File: src/rtl/blink_share_scheduler_if.sv
// Bundle of the request, pattern-field and LED/status signals shared by one
// blink scheduler and the requesters that use it.
interface blink_share_scheduler_if #(
    parameter int NREQ = 4,
    parameter int TW   = 4
);
    logic [NREQ-1:0]    req;
    logic [TW*NREQ-1:0] on_len;
    logic [TW*NREQ-1:0] off_len;
    logic [3*NREQ-1:0]  reps;
    logic               light;
    logic [NREQ-1:0]    grant;
    logic [NREQ-1:0]    done;
    logic               busy;

    modport master (
        output req, on_len, off_len, reps,
        input  light, grant, done, busy
    );

    modport slave (
        input  req, on_len, off_len, reps,
        output light, grant, done, busy
    );
endinterface

File: src/rtl/blink_share_scheduler.sv
// Round-robin scheduler that lends one LED and one duration timer to NREQ
// requesters, each playing a latched ON/OFF blink pattern repeated reps times.
//
// state | meaning
// IDLE  | no owner; round-robin pick of the next requester
// ON    | light driven high for the latched on duration
// OFF   | light low for the latched off duration; repeat or finish
module blink_share_scheduler #(
    parameter int NREQ = 4,
    parameter int TW   = 4
) (
    input  logic                     clk,
    input  logic                     reset,
    blink_share_scheduler_if.slave   bus
);
    localparam int IW = (NREQ > 1) ? $clog2(NREQ) : 1;

    typedef enum logic [1:0] {
        S_IDLE = 2'd0,
        S_ON   = 2'd1,
        S_OFF  = 2'd2
    } state_t;

    state_t            r_state;
    logic [TW-1:0]     r_timer;
    logic [2:0]        r_reps_left;
    logic [TW-1:0]     r_on_last;
    logic [TW-1:0]     r_off_last;
    logic [IW-1:0]     r_rr_ptr;
    logic [NREQ-1:0]   r_grant;
    logic [NREQ-1:0]   r_done;

    state_t            w_state_nxt;
    logic [TW-1:0]     w_timer_nxt;
    logic [2:0]        w_reps_nxt;
    logic [TW-1:0]     w_on_nxt;
    logic [TW-1:0]     w_off_nxt;
    logic [IW-1:0]     w_ptr_nxt;
    logic [NREQ-1:0]   w_grant_nxt;
    logic [NREQ-1:0]   w_done_nxt;

    logic              w_found;
    logic [IW-1:0]     w_win;
    logic [IW-1:0]     w_idx;
    logic [TW-1:0]     w_sel_on;
    logic [TW-1:0]     w_sel_off;
    logic [2:0]        w_sel_reps;
    logic              w_owner_req;

    // Search begins one past the last winner so every requester gets a turn.
    always_comb begin
        w_found = 1'b0;
        w_win   = '0;
        w_idx   = '0;
        for (int k = 1; k <= NREQ; k++) begin
            w_idx = IW'((int'(r_rr_ptr) + k) % NREQ);
            if (!w_found && bus.req[w_idx]) begin
                w_found = 1'b1;
                w_win   = w_idx;
            end
        end
    end

    always_comb begin
        w_sel_on   = '0;
        w_sel_off  = '0;
        w_sel_reps = '0;
        for (int i = 0; i < NREQ; i++) begin
            if (w_win == IW'(i)) begin
                w_sel_on   = bus.on_len[TW*i +: TW];
                w_sel_off  = bus.off_len[TW*i +: TW];
                w_sel_reps = bus.reps[3*i +: 3];
            end
        end
    end

    assign w_owner_req = bus.req[r_rr_ptr];

    // Durations are kept as terminal count (length - 1); zero lengths act as one.
    always_comb begin
        w_state_nxt = r_state;
        w_timer_nxt = r_timer;
        w_reps_nxt  = r_reps_left;
        w_on_nxt    = r_on_last;
        w_off_nxt   = r_off_last;
        w_ptr_nxt   = r_rr_ptr;
        w_grant_nxt = r_grant;
        w_done_nxt  = '0;
        case (r_state)
            S_IDLE: begin
                if (w_found) begin
                    w_state_nxt = S_ON;
                    w_timer_nxt = '0;
                    w_on_nxt    = (w_sel_on == '0) ? '0 : w_sel_on - TW'(1);
                    w_off_nxt   = (w_sel_off == '0) ? '0 : w_sel_off - TW'(1);
                    w_reps_nxt  = (w_sel_reps == 3'd0) ? 3'd1 : w_sel_reps;
                    w_ptr_nxt   = w_win;
                    w_grant_nxt = NREQ'(1) << w_win;
                end
            end
            S_ON: begin
                if (!w_owner_req) begin
                    w_state_nxt = S_IDLE;
                    w_timer_nxt = '0;
                    w_grant_nxt = '0;
                end else if (r_timer == r_on_last) begin
                    w_state_nxt = S_OFF;
                    w_timer_nxt = '0;
                end else begin
                    w_timer_nxt = r_timer + TW'(1);
                end
            end
            S_OFF: begin
                if (!w_owner_req) begin
                    w_state_nxt = S_IDLE;
                    w_timer_nxt = '0;
                    w_grant_nxt = '0;
                end else if (r_timer == r_off_last) begin
                    w_timer_nxt = '0;
                    if (r_reps_left > 3'd1) begin
                        w_reps_nxt  = r_reps_left - 3'd1;
                        w_state_nxt = S_ON;
                    end else begin
                        w_state_nxt = S_IDLE;
                        w_grant_nxt = '0;
                        w_done_nxt  = r_grant;
                    end
                end else begin
                    w_timer_nxt = r_timer + TW'(1);
                end
            end
            default: begin
                w_state_nxt = S_IDLE;
                w_timer_nxt = '0;
                w_grant_nxt = '0;
            end
        endcase
    end

    always_ff @(posedge clk or posedge reset) begin
        if (reset) begin
            r_state     <= S_IDLE;
            r_timer     <= '0;
            r_reps_left <= '0;
            r_on_last   <= '0;
            r_off_last  <= '0;
            r_rr_ptr    <= IW'(NREQ - 1);
            r_grant     <= '0;
            r_done      <= '0;
        end else begin
            r_state     <= w_state_nxt;
            r_timer     <= w_timer_nxt;
            r_reps_left <= w_reps_nxt;
            r_on_last   <= w_on_nxt;
            r_off_last  <= w_off_nxt;
            r_rr_ptr    <= w_ptr_nxt;
            r_grant     <= w_grant_nxt;
            r_done      <= w_done_nxt;
        end
    end

    assign bus.light = (r_state == S_ON);
    assign bus.busy  = (r_state != S_IDLE);
    assign bus.grant = r_grant;
    assign bus.done  = r_done;

endmodule

File: src/flat_wrapper.sv
// flat-port wrapper written by rule: the top's interface ports become plain ports
module blink_share_scheduler_flat 
#(
    parameter int NREQ = 4,
    parameter int TW   = 4
)
  (clk, reset, bus_req, bus_on_len, bus_off_len, bus_reps, bus_light, bus_grant, bus_done, bus_busy);
  blink_share_scheduler_if #(.NREQ(NREQ), .TW(TW)) bus_i ();
  input  logic clk;
  input  logic reset;
  input wire logic [$bits(bus_i.req)-1:0] bus_req;
  input wire logic [$bits(bus_i.on_len)-1:0] bus_on_len;
  input wire logic [$bits(bus_i.off_len)-1:0] bus_off_len;
  input wire logic [$bits(bus_i.reps)-1:0] bus_reps;
  output wire logic [$bits(bus_i.light)-1:0] bus_light;
  output wire logic [$bits(bus_i.grant)-1:0] bus_grant;
  output wire logic [$bits(bus_i.done)-1:0] bus_done;
  output wire logic [$bits(bus_i.busy)-1:0] bus_busy;
  assign bus_i.req = bus_req;
  assign bus_i.on_len = bus_on_len;
  assign bus_i.off_len = bus_off_len;
  assign bus_i.reps = bus_reps;
  assign bus_light = bus_i.light;
  assign bus_grant = bus_i.grant;
  assign bus_done = bus_i.done;
  assign bus_busy = bus_i.busy;
  blink_share_scheduler #(.NREQ(NREQ), .TW(TW)) u_core (.clk(clk), .reset(reset), .bus(bus_i));
endmodule
File: config.mk
export PLATFORM = sky130hd
export DESIGN_NAME = blink_share_scheduler_flat
export DESIGN_NICKNAME = d
export VERILOG_FILES = /design/src/rtl/blink_share_scheduler_if.sv /design/src/rtl/blink_share_scheduler.sv /design/src/flat_wrapper.sv
export SDC_FILE = /design/constraint.sdc
export NUM_CORES = 1
export LEC_CHECK = 0
export ABC_AREA = 0
export CAP_MARGIN = 15
export CORE_MARGIN = 2
export CORE_UTILIZATION = 47
export DETAILED_ROUTE_END_ITERATION = 10
export GPL_TIMING_DRIVEN = 0
export HOLD_SLACK_MARGIN = 0.05
export PLACE_DENSITY_LB_ADDON = 0.1
export SLEW_MARGIN = 15
export SYNTH_ARGS = -nofsm -noshare
export SYNTH_HDL_FRONTEND = slang
export SYNTH_SLANG_ARGS = --single-unit
export TNS_END_PERCENT = 5
File: constraint.sdc
create_clock -name clk -period 3 [get_ports clk]
set_clock_uncertainty 0.05 [all_clocks]
set_input_delay 0.45 -clock clk [delete_from_list [all_inputs] [get_ports clk]]
set_output_delay 0.45 -clock clk [all_outputs]
set_load 0.05 [all_outputs]
==> results.md <==
- Relative max-transition margin: 49.38%
- Final critical path time including I/O delays and setup: 2.632 ns
- Critical path peak fanout: 6
- Number of pins exceeding their max-slew limit in the final report: 0
- Wire length of the first global-routing pass: 7.396 mm
- Dominant cell type by area after synthesis: sky130_fd_sc_hd__dfrtp_1
- DIE WIDTH: 67.89 microns
- Initial core utilization: a little under 50%
- Routed via count divided by cell count: 5.585
- End of the worst register-to-register path: u_core.r_reps_left[0]
- Number of instances resized during post-cts repair: 0
- Max IR drop VDD: about 0.41 mV
- Launch point of the worst path: bus_req[3]
- Number of placed I/O pins: 60
- Routed len/inst: 13.77 microns
- Worst-path cell with the longest stage delay: sky130_fd_sc_hd__clkdlybuf4s50_1
- Crit path required time: between 3 and 4 ns
- Largest family of logic cells by synthesized area: compound AO/OA/AOI/OAI gates
- Total track usage: 20.92%
- Post-synthesis compound-gate area fraction: 24.59%
- Final HPWL DP: 3.754 mm
- Share of the synthesized netlist area taken by xor and xnor gates: 3.653%
- Worst slack, placed: 0.08914 ns
- Warnings, synthesis: 0
- Worst hold path type: input port to async pin
- Final critical-path share of the clock period: 87.75%
- Worst Setup Slack, final: between 0.3 and 0.4 ns
- # DRC: 0
- Worst setup SP type: input port
- Remaining antenna violation count: 0
- Clock tree root buffer cell: sky130_fd_sc_hd__clkbuf_8
- Top flip-flop cell by instance count after synthesis: sky130_fd_sc_hd__dfrtp_1
- Most frequent cell after synthesis: sky130_fd_sc_hd__nand2_1
- Last weighted congestion value of the routability-driven placer: around 0.76
- Cell-by-cell listing of the critical path: clkdlybuf4s50_1 > nor2b_2 > nor2_1 > a21oi_1 > mux2_2 > a221o_1 > a22o_1
- Max Cap Violations: 0
- Slew @ Worst Pin: 0.7523 ns
- Worst-case register-to-register setup slack: roughly 0.6 ns
- Synthesis-to-layout area growth: 37.83%
- Hold bufs inserted after CTS: 0
- Number of clock sinks seen by CTS: 27
- Initial DRC count: 88
- Reg2reg start: u_core.r_rr_ptr[0]
- Post-CTS setup repair buffer count: 0
- Number of synthesized flops with an enable pin: 0
- Number of distinct library cell variants in the gate-level netlist after synthesis: 45
- Number of endpoints failing setup at the final stage: 0
- Static leakage power: 1.135 nW
- Initial antenna violation count: 0
- H-tree lvl count: 1
- Worst-Skew Late Latency: 0.26 ns
- Total die area: 4608 sq um
- Ranking of synthesized cells by area: sky130_fd_sc_hd__dfrtp_1 33%, sky130_fd_sc_hd__nand2_1 9.2%, sky130_fd_sc_hd__ha_1 4.6%
- Share of synthesized cell area in and, or, nand and nor gates: 21.79%
- Status: complete, no violations
- Count of filler cells inserted in the layout: 358
- Ys async rst share: 100.0%
- Setup TNS Final: 0 ns
- Hold Fails Final Rpt: 0
- Synthesis-stage register bit count: 27
- Grt ovf: 0
- Maximum frequency from static timing analysis: 0.3799 GHz
- Clock Pin Slew Worst Setup and Hold Paths: about 0.09 ns
- Delay of the slowest cell on the worst path: 0.55 ns
- Height of the die: 67.89 microns
- Post-synthesis mux area share: 5.219%
- Fraction of the yosys area taken by sequential cells: a little over a third
- TritonCTS Buffers: 3
- Bufs on Longest Clock Path: 2
- Arrival time at the worst endpoint: 2.74 ns
- Setup repair after global routing missed its margin: false
- Number of global-route vias before repair: 1607
- Row count: 23
- Layout cells sized above 1: 8.421%
- Vias after detailed routing: 1871
- Adder and majority cell fraction of the synthesized area: 4.566%
- Post-synthesis cell area: 1918 sq um
- CTS tree: done
- Mapped Nets: 278
- Critical Path End Type: flip-flop
- Synthesized area per cell: 8.679 sq um
- Total number of nets in the final design: 343
- Kind of critical path: input port to flip-flop
- Number of cells traversed by the worst register-to-register path: 6
- Router iterations before antenna repair: 4
- Antenna diode instance count: 0
- Detailed Route WL: 4.614 mm
- Cell count after synthesis: 221
- Commonest cells in the netlist: 47 x sky130_fd_sc_hd__nand2_1, 25 x sky130_fd_sc_hd__dfrtp_1, 14 x sky130_fd_sc_hd__a21oi_1
- Area share of the leading cell type in the synthesized netlist: 32.62%
- Core Box Area: 3971 sq um
- Largest net degree at the start of global routing: 28
- Power density of the placed cells: ~890 nW/um^2
- IO Port Bufs: 59
[power breakdown]
part	switching, W	internal [W]	total, W
clock	0.000106	0.0000948	0.000201
combinational	0.000878	0.000623	0.00150
sequential	0.000125	0.000514	0.000639
[stage by stage]
step,util [%],total power (W),instances,hold slack (ns),instance area [sq um]
after floorplan,-,0.001742,221,0.4086,1918
after global placement,64.74,0.002116,330,0.4226,2571
after global routing,66.57,0.002545,335,0.4415,2644
after detailed placement,64.74,0.002147,330,0.4285,2571
after CTS,65.88,0.002349,334,0.4485,2616
final,66.57,0.002342,335,0.3948,2644
[sequential cells by signal, summed over array words and instances (netlist names)]
register and cells:
u_core.r_on_last 4, u_core.r_rr_ptr 2, u_core.bus.done 4, u_core.r_reps_left 3, u_core.r_timer 4, u_core.r_state 2
u_core.r_off_last 4, u_core.bus.grant 4
[per-layer routing]
layer / part of all wire [%] / GRT usage, % / vias up
met3: 4.3 / 2.796 / 2
met4: 0.59 / 3.000 / 0
li1: - / - / 936
met5: 0 / 0 / -
met1: 44 / 28.22 / 886
met2: 51 / 36.64 / 47
[area by class of cell]
type / instances / area (sq um) / share of cell area, %
Multi-Input combinational cell: 177 / 1147 / 43.40
Clock buffer: 4 / 45.04 / 1.704
Inverter: 9 / 33.78 / 1.278
Tap cell: 50 / 62.56 / 2.366
Timing Repair Buffer: 60 / 618.1 / 23.38
Buffer: 8 / 58.81 / 2.224
Sequential cell: 27 / 678.2 / 25.65
[cells in the final DEF (no fill, tap or decap), types with 3 or more instances in the layout]
cell,n
sky130_fd_sc_hd__clkbuf_1,3
sky130_fd_sc_hd__clkdlybuf4s50_1,59
sky130_fd_sc_hd__clkbuf_8,3
sky130_fd_sc_hd__nand2_1,47
sky130_fd_sc_hd__buf_6,3
sky130_fd_sc_hd__nor2_1,11
sky130_fd_sc_hd__a21oi_2,3
sky130_fd_sc_hd__xor2_1,8
sky130_fd_sc_hd__inv_1,9
sky130_fd_sc_hd__dfrtp_1,25
sky130_fd_sc_hd__a21oi_1,14
sky130_fd_sc_hd__o21ai_0,13
sky130_fd_sc_hd__o31ai_1,4
sky130_fd_sc_hd__and2_1,4
sky130_fd_sc_hd__a31oi_1,3
sky130_fd_sc_hd__a32oi_1,5
sky130_fd_sc_hd__nand3_1,7
sky130_fd_sc_hd__mux2i_1,4
sky130_fd_sc_hd__nand2b_1,5
sky130_fd_sc_hd__mux2_2,3
sky130_fd_sc_hd__a32o_1,8
sky130_fd_sc_hd__ha_1,7
sky130_fd_sc_hd__nor4_1,3
[cell families after synthesis]
kind of cell / after synthesis
XOR/XNOR: 8
multiplexers: 8
AND/OR/NAND/NOR: 89
adder cells (fa/ha/maj): 7
flip-flops: 27
AO/OA/AOI/OAI: 65
buffers and inverters: 17
[worst max path at each step]
| stage | endpoint | depth (start not counted) |
|---|---|---|
| after global placement | u_core.r_reps_left[0] | 7 |
| after global routing | u_core.r_off_last[2] | 8 |
| after CTS | u_core.r_reps_left[0] | 7 |
| final | u_core.r_reps_left[0] | 7 |
| after floorplan | u_core.r_reps_left[0] | 8 |
| after detailed placement | u_core.r_reps_left[0] | 7 |
[worst max-delay path, delay by kind of cell]
family | cells | cell delay, ns
AOI/OAI and AO/OA | 3 | 1.03
muxes | 1 | 0.42
buffers and inverters | 1 | 0.55
and+or+nand+nor | 2 | 0.28
Note: power is estimated with default switching activity, not from simulation.
